==> src/rtl/spi_frame_pkg.sv <==
// Shared types and constants for the SPI frame decoder.
package spi_frame_pkg;

  localparam logic [7:0] SYNC_BYTE_DFLT = 8'hA5;
  localparam logic [7:0] CMD_WRITE      = 8'h01;

  typedef enum logic [2:0] {
    IDLE,
    CMD,
    ADDR,
    LEN,
    DATA,
    CHK,
    COMMIT,
    ERR
  } state_t;

  typedef enum logic [1:0] {
    ERR_ABORT = 2'b00,
    ERR_CMD   = 2'b01,
    ERR_LEN   = 2'b10,
    ERR_CHK   = 2'b11
  } err_t;

endpackage

==> src/rtl/spi_frame_buf.sv <==
// Payload buffer: single-port byte array, synchronous write, combinational read.
module spi_frame_buf #(
  parameter int DEPTH = 16,
  parameter int AW    = 4
) (
  input  logic          clk,
  input  logic          we,
  input  logic [AW-1:0] addr,
  input  logic [7:0]    wdata,
  output logic [7:0]    rdata
);

  // Contents are don't-care after reset, so the array carries no reset.
  logic [7:0] mem [DEPTH];

  // Store a payload byte at the current index.
  always_ff @(posedge clk) begin
    if (we) mem[addr] <= wdata;
  end

  assign rdata = mem[addr];

endmodule

==> src/rtl/spi_frame_decoder.sv <==
// Assembles SYNC/CMD/ADDR/LEN/payload/CHK frames from the SPI byte stream,
// validates them and replays the payload as one register write per cycle.
module spi_frame_decoder
  import spi_frame_pkg::*;
#(
  parameter int         MAX_LEN   = 16,
  parameter logic [7:0] SYNC_BYTE = SYNC_BYTE_DFLT
) (
  input  logic       clk,
  input  logic       rst,
  input  logic [7:0] rx_data,
  input  logic       rx_valid,
  input  logic       cs,
  output logic       wr_en,
  output logic [7:0] wr_addr,
  output logic [7:0] wr_data,
  output logic       frame_done,
  output logic       frame_err,
  output logic [1:0] err_code,
  output logic       rx_drop,
  output logic       busy
);

  localparam int         IDX_W     = (MAX_LEN > 1) ? $clog2(MAX_LEN) : 1;
  localparam logic [7:0] MAX_LEN_B = 8'(MAX_LEN);

  state_t     state_q, state_d;
  logic [7:0] addr_q, addr_d;
  logic [7:0] len_q, len_d;
  logic [7:0] idx_q, idx_d;
  logic [7:0] chk_q, chk_d;
  logic       cs_meta_q, cs_meta_d;
  logic       cs_sync_q, cs_sync_d;
  logic       wr_en_q, wr_en_d;
  logic [7:0] wr_addr_q, wr_addr_d;
  logic [7:0] wr_data_q, wr_data_d;
  logic       frame_done_q, frame_done_d;
  logic       frame_err_q, frame_err_d;
  err_t       err_code_q, err_code_d;

  logic             buf_we;
  logic [IDX_W-1:0] buf_addr;
  logic [7:0]       buf_rdata;
  logic             rx_state;

  spi_frame_buf #(.DEPTH(MAX_LEN), .AW(IDX_W)) u_buf (
    .clk   (clk),
    .we    (buf_we),
    .addr  (buf_addr),
    .wdata (rx_data),
    .rdata (buf_rdata)
  );

  assign rx_state = (state_q == CMD) || (state_q == ADDR) || (state_q == LEN) ||
                    (state_q == DATA) || (state_q == CHK);

  // Next-state, datapath and registered-output computation.
  always_comb begin
    state_d      = state_q;
    addr_d       = addr_q;
    len_d        = len_q;
    idx_d        = idx_q;
    chk_d        = chk_q;
    cs_meta_d    = cs;
    cs_sync_d    = cs_meta_q;
    wr_en_d      = 1'b0;
    wr_addr_d    = wr_addr_q;
    wr_data_d    = wr_data_q;
    frame_done_d = 1'b0;
    frame_err_d  = 1'b0;
    err_code_d   = err_code_q;
    buf_we       = 1'b0;
    buf_addr     = idx_q[IDX_W-1:0];
    rx_drop      = 1'b0;

    if (rx_state && cs_sync_q) begin
      // Deselect mid-frame wins over any byte arriving in the same cycle.
      state_d     = ERR;
      frame_err_d = 1'b1;
      err_code_d  = ERR_ABORT;
    end else begin
      case (state_q)
        IDLE: begin
          if (rx_valid && rx_data == SYNC_BYTE) state_d = CMD;
        end
        CMD: begin
          if (rx_valid) begin
            chk_d = rx_data;
            if (rx_data != CMD_WRITE) begin
              state_d     = ERR;
              frame_err_d = 1'b1;
              err_code_d  = ERR_CMD;
            end else begin
              state_d = ADDR;
            end
          end
        end
        ADDR: begin
          if (rx_valid) begin
            addr_d  = rx_data;
            chk_d   = chk_q ^ rx_data;
            state_d = LEN;
          end
        end
        LEN: begin
          if (rx_valid) begin
            if (rx_data == 8'd0 || rx_data > MAX_LEN_B) begin
              state_d     = ERR;
              frame_err_d = 1'b1;
              err_code_d  = ERR_LEN;
            end else begin
              len_d   = rx_data;
              idx_d   = 8'd0;
              chk_d   = chk_q ^ rx_data;
              state_d = DATA;
            end
          end
        end
        DATA: begin
          if (rx_valid) begin
            buf_we = 1'b1;
            chk_d  = chk_q ^ rx_data;
            idx_d  = idx_q + 8'd1;
            if (idx_q == 8'(len_q - 8'd1)) state_d = CHK;
          end
        end
        CHK: begin
          // Read slot 0 now so the first write leaves the cycle after CHK.
          buf_addr = '0;
          if (rx_valid) begin
            if (rx_data != chk_q) begin
              state_d     = ERR;
              frame_err_d = 1'b1;
              err_code_d  = ERR_CHK;
            end else begin
              state_d   = COMMIT;
              wr_en_d   = 1'b1;
              wr_addr_d = addr_q;
              wr_data_d = buf_rdata;
              idx_d     = 8'd1;
            end
          end
        end
        COMMIT: begin
          // idx_q runs one ahead of the write currently on the outputs.
          rx_drop = rx_valid;
          if (idx_q == len_q) begin
            frame_done_d = 1'b1;
            state_d      = IDLE;
          end else begin
            wr_en_d   = 1'b1;
            wr_addr_d = addr_q + idx_q;
            wr_data_d = buf_rdata;
            idx_d     = idx_q + 8'd1;
          end
        end
        ERR: begin
          rx_drop = rx_valid;
          state_d = IDLE;
        end
        default: state_d = IDLE;
      endcase
    end
  end

  // State and output registers; cs sync idles deselected.
  always_ff @(posedge clk or negedge rst) begin
    if (!rst) begin
      state_q      <= IDLE;
      addr_q       <= 8'd0;
      len_q        <= 8'd0;
      idx_q        <= 8'd0;
      chk_q        <= 8'd0;
      cs_meta_q    <= 1'b1;
      cs_sync_q    <= 1'b1;
      wr_en_q      <= 1'b0;
      wr_addr_q    <= 8'd0;
      wr_data_q    <= 8'd0;
      frame_done_q <= 1'b0;
      frame_err_q  <= 1'b0;
      err_code_q   <= ERR_ABORT;
    end else begin
      state_q      <= state_d;
      addr_q       <= addr_d;
      len_q        <= len_d;
      idx_q        <= idx_d;
      chk_q        <= chk_d;
      cs_meta_q    <= cs_meta_d;
      cs_sync_q    <= cs_sync_d;
      wr_en_q      <= wr_en_d;
      wr_addr_q    <= wr_addr_d;
      wr_data_q    <= wr_data_d;
      frame_done_q <= frame_done_d;
      frame_err_q  <= frame_err_d;
      err_code_q   <= err_code_d;
    end
  end

  assign wr_en      = wr_en_q;
  assign wr_addr    = wr_addr_q;
  assign wr_data    = wr_data_q;
  assign frame_done = frame_done_q;
  assign frame_err  = frame_err_q;
  assign err_code   = err_code_q;
  assign busy       = (state_q != IDLE);

endmodule

==> config.mk <==
export PLATFORM = sky130hd
export DESIGN_NAME = spi_frame_decoder
export DESIGN_NICKNAME = d
export VERILOG_FILES = /design/src/rtl/spi_frame_pkg.sv /design/src/rtl/spi_frame_buf.sv /design/src/rtl/spi_frame_decoder.sv
export SDC_FILE = /design/constraint.sdc
export NUM_CORES = 1
export LEC_CHECK = 0
export BUFFER_PORTS_ARGS = -buffer_cell sky130_fd_sc_hd__buf_4
export CORE_ASPECT_RATIO = 0.5
export CORE_MARGIN = 4
export CORE_UTILIZATION = 55
export CTS_BUF_LIST = sky130_fd_sc_hd__clkbuf_8
export CTS_CLUSTER_SIZE = 30
export DETAILED_ROUTE_END_ITERATION = 8
export PLACE_DENSITY_LB_ADDON = 0.08
export SLEW_MARGIN = 40
export SYNTH_ARGS = -nofsm -noshare
export SYNTH_HDL_FRONTEND = slang
export SYNTH_SLANG_ARGS = --single-unit
==> constraint.sdc <==
create_clock -name clk -period 3.15 [get_ports clk]
set_input_delay 0.315 -clock clk [delete_from_list [all_inputs] [get_ports clk]]
set_output_delay 0.315 -clock clk [all_outputs]
set_load 0.1 [all_outputs]
After elaboration in Yosys (flattened, before gate mapping)
Memory sizes are Yosys's and may differ from the RTL's. Cells that the tools add are included.

Multiplexer cells: 66. Bitwise operators: 3. Add/subtract/negate cells: 3. Equal/unequal tests: 31. Reduce and logical (&&, ||, !) cells: 23. Magnitude comparators: 1.

Operators with widths (number): $mux 8 (16); $pmux 8 s2 (2); $pmux 8 s4 (1); $mux 3 (10); $pmux 3 s8 (1); $pmux 8 s3 (1); $mux 1 (22); $eq 8x8->1 (2); $mux 2 (8); $reduce_and 8->1 (2); $ne 3x2->1 const B (5); $ne 2x2->1 const B (7); $eq 3x3->1 const B (4); $ne 3x1->1 const B (4); $add 8x1->8 const B (1); $add 8x8->8 (1); $eq 8x8->1 const B (1); $gt 8x5->1 const B (1); $logic_not 8->1 (1); $mux 4 (2); $ne 8x1->1 const B (1); $ne 8x8->1 (1); $reduce_bool 4->1 (2); $sub 8x1->8 const B (1); other kinds (20) (30).

Bits of input ports: 12. Memories: 1. Output and inout bits: 23. Memory bits (writable): 128. Word-level logic and storage cells: 141. Bits in registers: 58.

Memory list: u_buf.mem (words 16, bits a word 8, rd ports 1, clocked after memory_dff 0, wr ports 1, RTL line spi_frame_buf.sv:14) `logic [7:0] mem [DEPTH];`.

Logic depth before layout (Yosys ltp)
An unclocked memory read counts as a cell.

Word-level depth: 11. Depth in mapped cells: 9. Mapped depth without buffers: 9.

Cells and area by module
From an unflattened synthesis, not the netlist that was laid out.

Cells, all modules: 579. Area, all modules: 8430.6 µm².

By module, submodules not included: spi_frame_buf (seq. area each 3843.7 µm², area each 4907.2 µm², times used 1, cells an instance 222); spi_frame_decoder (seq. area each 1453.9 µm², area each 3523.4 µm², times used 1, cells an instance 357).

Worst setup path before layout
Ideal clock, no wire load.

Path kind: register to register. Start: reg cs_sync_q. End: mem u_buf.mem[10][0] (enable). Path slack: 0.641 ns. Setup time: 0.383 ns. Data required time: 2.767 ns. Period minus slack after synthesis: 2.509 ns. Buffers on the path: 2. Cell stages (with the launch flop): 7. Data arrival time: 2.126 ns. Cell sequence: dfstp_2 nand4bb_1 buf_2 nand2_1 or2_2 clkbuf_1 nor3_1.

Longest elaborated chain between the ends: 4. Elaborated cells between the ends (all ways): 5. Those cells by class: 4 x mux; 1 x reduce/logical.

Ends and longest elaborated chain: start: declaration (RTL line spi_frame_decoder.sv:33) `logic cs_sync_q, cs_sync_d;`; start signal: assignment (RTL line spi_frame_decoder.sv:189) `cs_sync_q <= cs_sync_d;`; $logic_and 1x1->1 * (RTL line spi_frame_decoder.sv:76) `if (rx_state && cs_sync_q) begin`; $mux 1 (RTL line spi_frame_decoder.sv:76); $mux 1 (RTL line spi_frame_buf.sv:18) `if (we) mem[addr] <= wdata;`; $mux 1 (implied by the code) (RTL line spi_frame_buf.sv:18); end: declaration (RTL line spi_frame_buf.sv:14).

Mark *: on every way between the ends. The rest lies on a longest branch, timed or not.

Worst setup path in the final report
Start: reg cs_sync_q. End: mem u_buf.mem[8][6] (enable).

Same word-level chain as after synthesis.

==> out/metrics.yaml <==
worst_hold_path:
  holdPathStages: 2
  holdPathEnd: "chk_q[5]$_DFFE_PN0P_"
  hp-class: "input pin to flip-flop"
  min-delay-start: "rx_data[5]"
synthesis:
  ys_dominant_reg_cell: "edfxtp_1"
  synth_nets: 678
  synth_common_cells: "128 x edfxtp_1, 65 x a22oi_1, 56 x dfrtp_1"
  synth_warnings: 0
  ys_types: 57
  syn_avg_cell_area_sq_um: 12.66
  synth.most_common_cell: "edfxtp_1"
  synthTopCellsByArea: "edfxtp_1 46%, dfrtp_1 17%, a22oi_1 5.9%"
  syn_area_sq_um: 8304
  syn_inst: 656
  synth_seq_cells: 186
  synth-edff-count: 128
  synth_seq_area_share_pct: 63.79
  async_flop_share_pct: 31.18
  yosys.area.top_type: "edfxtp_1"
  yosysTopAreaCellShare_pct: 46.29
setup_path:
  crit_buf_inv: 2
  crit_top_cell: "buf_4"
  reg2reg_from: "cs_sync_q$_DFF_PN1_"
  cpMaxStageDelayCell: "nor3_1"
  critPathCaptureType: "flip-flop"
  cp.arrival_ns: 2.92
  crit_fanout: 12
  critPathKind: "flip-flop to flip-flop"
  worst_ep_required_time_ns: 3.35
  max_stage_delay_ns: 0.60
  reg2reg_slack_ns: 0.42
  cp-startpoint: "cs_sync_q$_DFF_PN1_"
  critical-path-top-delay-family: "simple AND/OR/NAND/NOR gates"
  rr_endpoint: "u_buf.mem[8][6]$_DFFE_PP_"
  rr_worst_depth: 6
  start_kind: "flip-flop"
  worstPathCellList: "nand4bb_1 -> buf_4 -> nand2_1 -> or2_2 -> nor3_1 -> buf_4"
placed_design:
  dp.cells: 891
  hpwl_mm: 13.62
  io_buffers: 34
  post-place-ws_ns: 0.5257
  place.gp.congestion: 0.9035
clock_network:
  clk_path_buf_depth: 2
  cts_tree: "built"
  cts.clk_slew.worst_paths_ns: 0.11
  cts_buffers: 17
  clock-sinks: 186
  worstSkewPairLatency_ns: 0.48
  post_cts.repair.setup_buffers: 0
  htree_num_levels: 4
  root_buffer: "clkbuf_8"
floorplanning:
  rows: 31
  coreArea_sq_um: 14620
  io_pins: 35
  initial_core_util_pct: 56.79
  die_width_um: 181.8
  die_h_um: 94.89
  dieArea_sq_um: 17250
cells_and_area:
  multi_input_area_sq_um: 2793
  nets: 736
  n_fill_cell: 1114
  fin_cells: 925
  drive_gt1_share_pct: 20.36
  regArea_sq_um: 5298
  syn_to_final_growth_pct: 13.45
  diodes: 0
routing:
  vias: 5768
  drt.antenna.violating_nets: 0
  routedLengthMet1_mm: 9.573
  wire_per_inst_um: 22.48
  firstDrtPassIters: 5
  drc: 0
  drt_iter0_drc: 668
  vias_per_cell: 6.236
  top_layer_used: "met4"
  wl_met2_mm: 9.319
  routed_wl_mm: 20.80
  met3_length_mm: 1.559
timing:
  hold_viol: 0
  fin_crit_sh_pct: 86.51
  finalCriticalPeriod_ns: 2.725
  fin_ws_ns: 0.4250
  rsz0062_at_grt: "no"
  worst_pin_slew_ns: 0.7033
  setup_tns_ns: 0
  maxSlewHeadroom_pct: 53.11
  setup_violations: 0
  drv_slew: 0
  hold_slack_ns: 0.1277
  fmax_ghz: 0.3670
  fin_skew_ns: 0.02417
power_and_ir_drop:
  p_leak_nw: 3.535
  clkPwrFrac_pct: 20.0
  swShare_pct: 44.46
  switching_power_mw: 3.680
  p_seq_share_pct: 37.7
  p_int_mw: 4.597
  ir_drop_mv: 0.6315
  cellPowerDensity_nw_per_um2: 878.4
  pwr-share-comb_pct: 42.3
flow_run:
  max_cap_viol_count: 0
status:
  status: "completed"
global_routing:
  grt_antenna_before_repair: 0
  grt_pass1_wl_mm: 32.81
  grt_max_degree: 59
  grt_pass1_vias: 5661
  grt-ovfl-total: 0
  grtUsageTotal_pct: 25.30
-- flip-flops by register name, summed over array words and instances (netlist names), 2 cells and up --
signal and flops:
u_buf.mem 128, addr_q 8, chk_q 8, idx_q 8, len_q 8, wr_addr 8, wr_data 8, state_q 3
err_code 2
-- how the worst max path moves through the flow --
stage                            endpoint  slack (ns)  depth (start not counted)
5_1_grt         u_buf.mem[8][3]$_DFFE_PP_        0.30                          7
3_5_place_dp    u_buf.mem[6][5]$_DFFE_PP_        0.53                          6
6_report        u_buf.mem[8][6]$_DFFE_PP_        0.42                          6
4_1_cts         u_buf.mem[6][4]$_DFFE_PP_        0.50                          6
3_3_place_gp    u_buf.mem[8][1]$_DFFE_PP_        0.57                          7
2_1_floorplan  u_buf.mem[10][0]$_DFFE_PP_        0.64                          6
-- power by group through the flow --
stage,clock [mW],combinational (mW),sequential (mW)
floorplan,0,1.69,4.07
global placement,0,3.43,3.16
finish,1.66,3.50,3.12
global route,1.81,3.76,3.16
detailed placement,0,3.46,3.16
CTS,1.70,3.48,3.12
-- cell families (layout without fill, tap and decap cells) --
kind of cell | count (synthesis) | count (layout) | share of synthesized area [%]
AO/OA/AOI/OAI | 170 | 170 | 13.61
XOR/XNOR | 26 | 26 | 2.833
adder cells (fa/ha/maj) | 10 | 10 | 1.597
buffers and inverters | 52 | 123 | 2.757
flip-flops | 186 | 186 | 63.79
multiplexers | 35 | 35 | 4.535
AND/OR/NAND/NOR | 177 | 177 | 10.88
-- metrics by stage --
step	util [%]	power [mW]	area, sq um
after floorplan	-	5.755	8304
after global placement	61.23	6.586	8954
final	64.43	8.276	9422
after global routing	64.43	8.732	9422
after CTS	64.35	8.292	9409
after detailed placement	61.25	6.624	8956
-- area by class of cell --
type / instances / area share, %
flip-flops and latches: 186 / 56.23
multi-input cells: 418 / 29.64
repair buffers: 80 / 6.467
clock buffers: 18 / 2.629
well taps: 198 / 2.629
clock inverters: 14 / 1.965
inverters: 11 / 0.4382
-- metal layers --
metal,GRT usage [%],vias up
li1,-,2620
met1,37.15,2878
met2,38.95,246
met3,5.079,24
met4,6.991,0
met5,0,-
-- what timing repair did --
item / in CTS / in global routing
hold endpoints to repair: 57 / 0
hold buffers: 2 / 0
setup endpoints to repair: 0 / 0
resized for setup: 0 / 0
-- placed cells by master (no fill, tap or decap), types with 10 or more instances in the layout --
| master | Yosys | routed |
|---|---|---|
| a21oi_1 | 51 | 51 |
| a22oi_1 | 65 | 65 |
| buf_4 | 6 | 77 |
| clkbuf_8 | 0 | 18 |
| dfrtp_1 | 56 | 56 |
| edfxtp_1 | 128 | 128 |
| inv_1 | 11 | 11 |
| mux2_2 | 21 | 21 |
| mux2i_1 | 14 | 14 |
| nand2_1 | 28 | 28 |
| nand2b_1 | 11 | 11 |
| nand3_1 | 14 | 14 |
| nor2_1 | 45 | 45 |
| nor3_1 | 24 | 24 |
| nor4_1 | 10 | 10 |
| o21ai_0 | 13 | 13 |
| o31ai_1 | 11 | 11 |
| xor2_1 | 19 | 19 |
No activity file was read; power rests on OpenSTA's default activity.
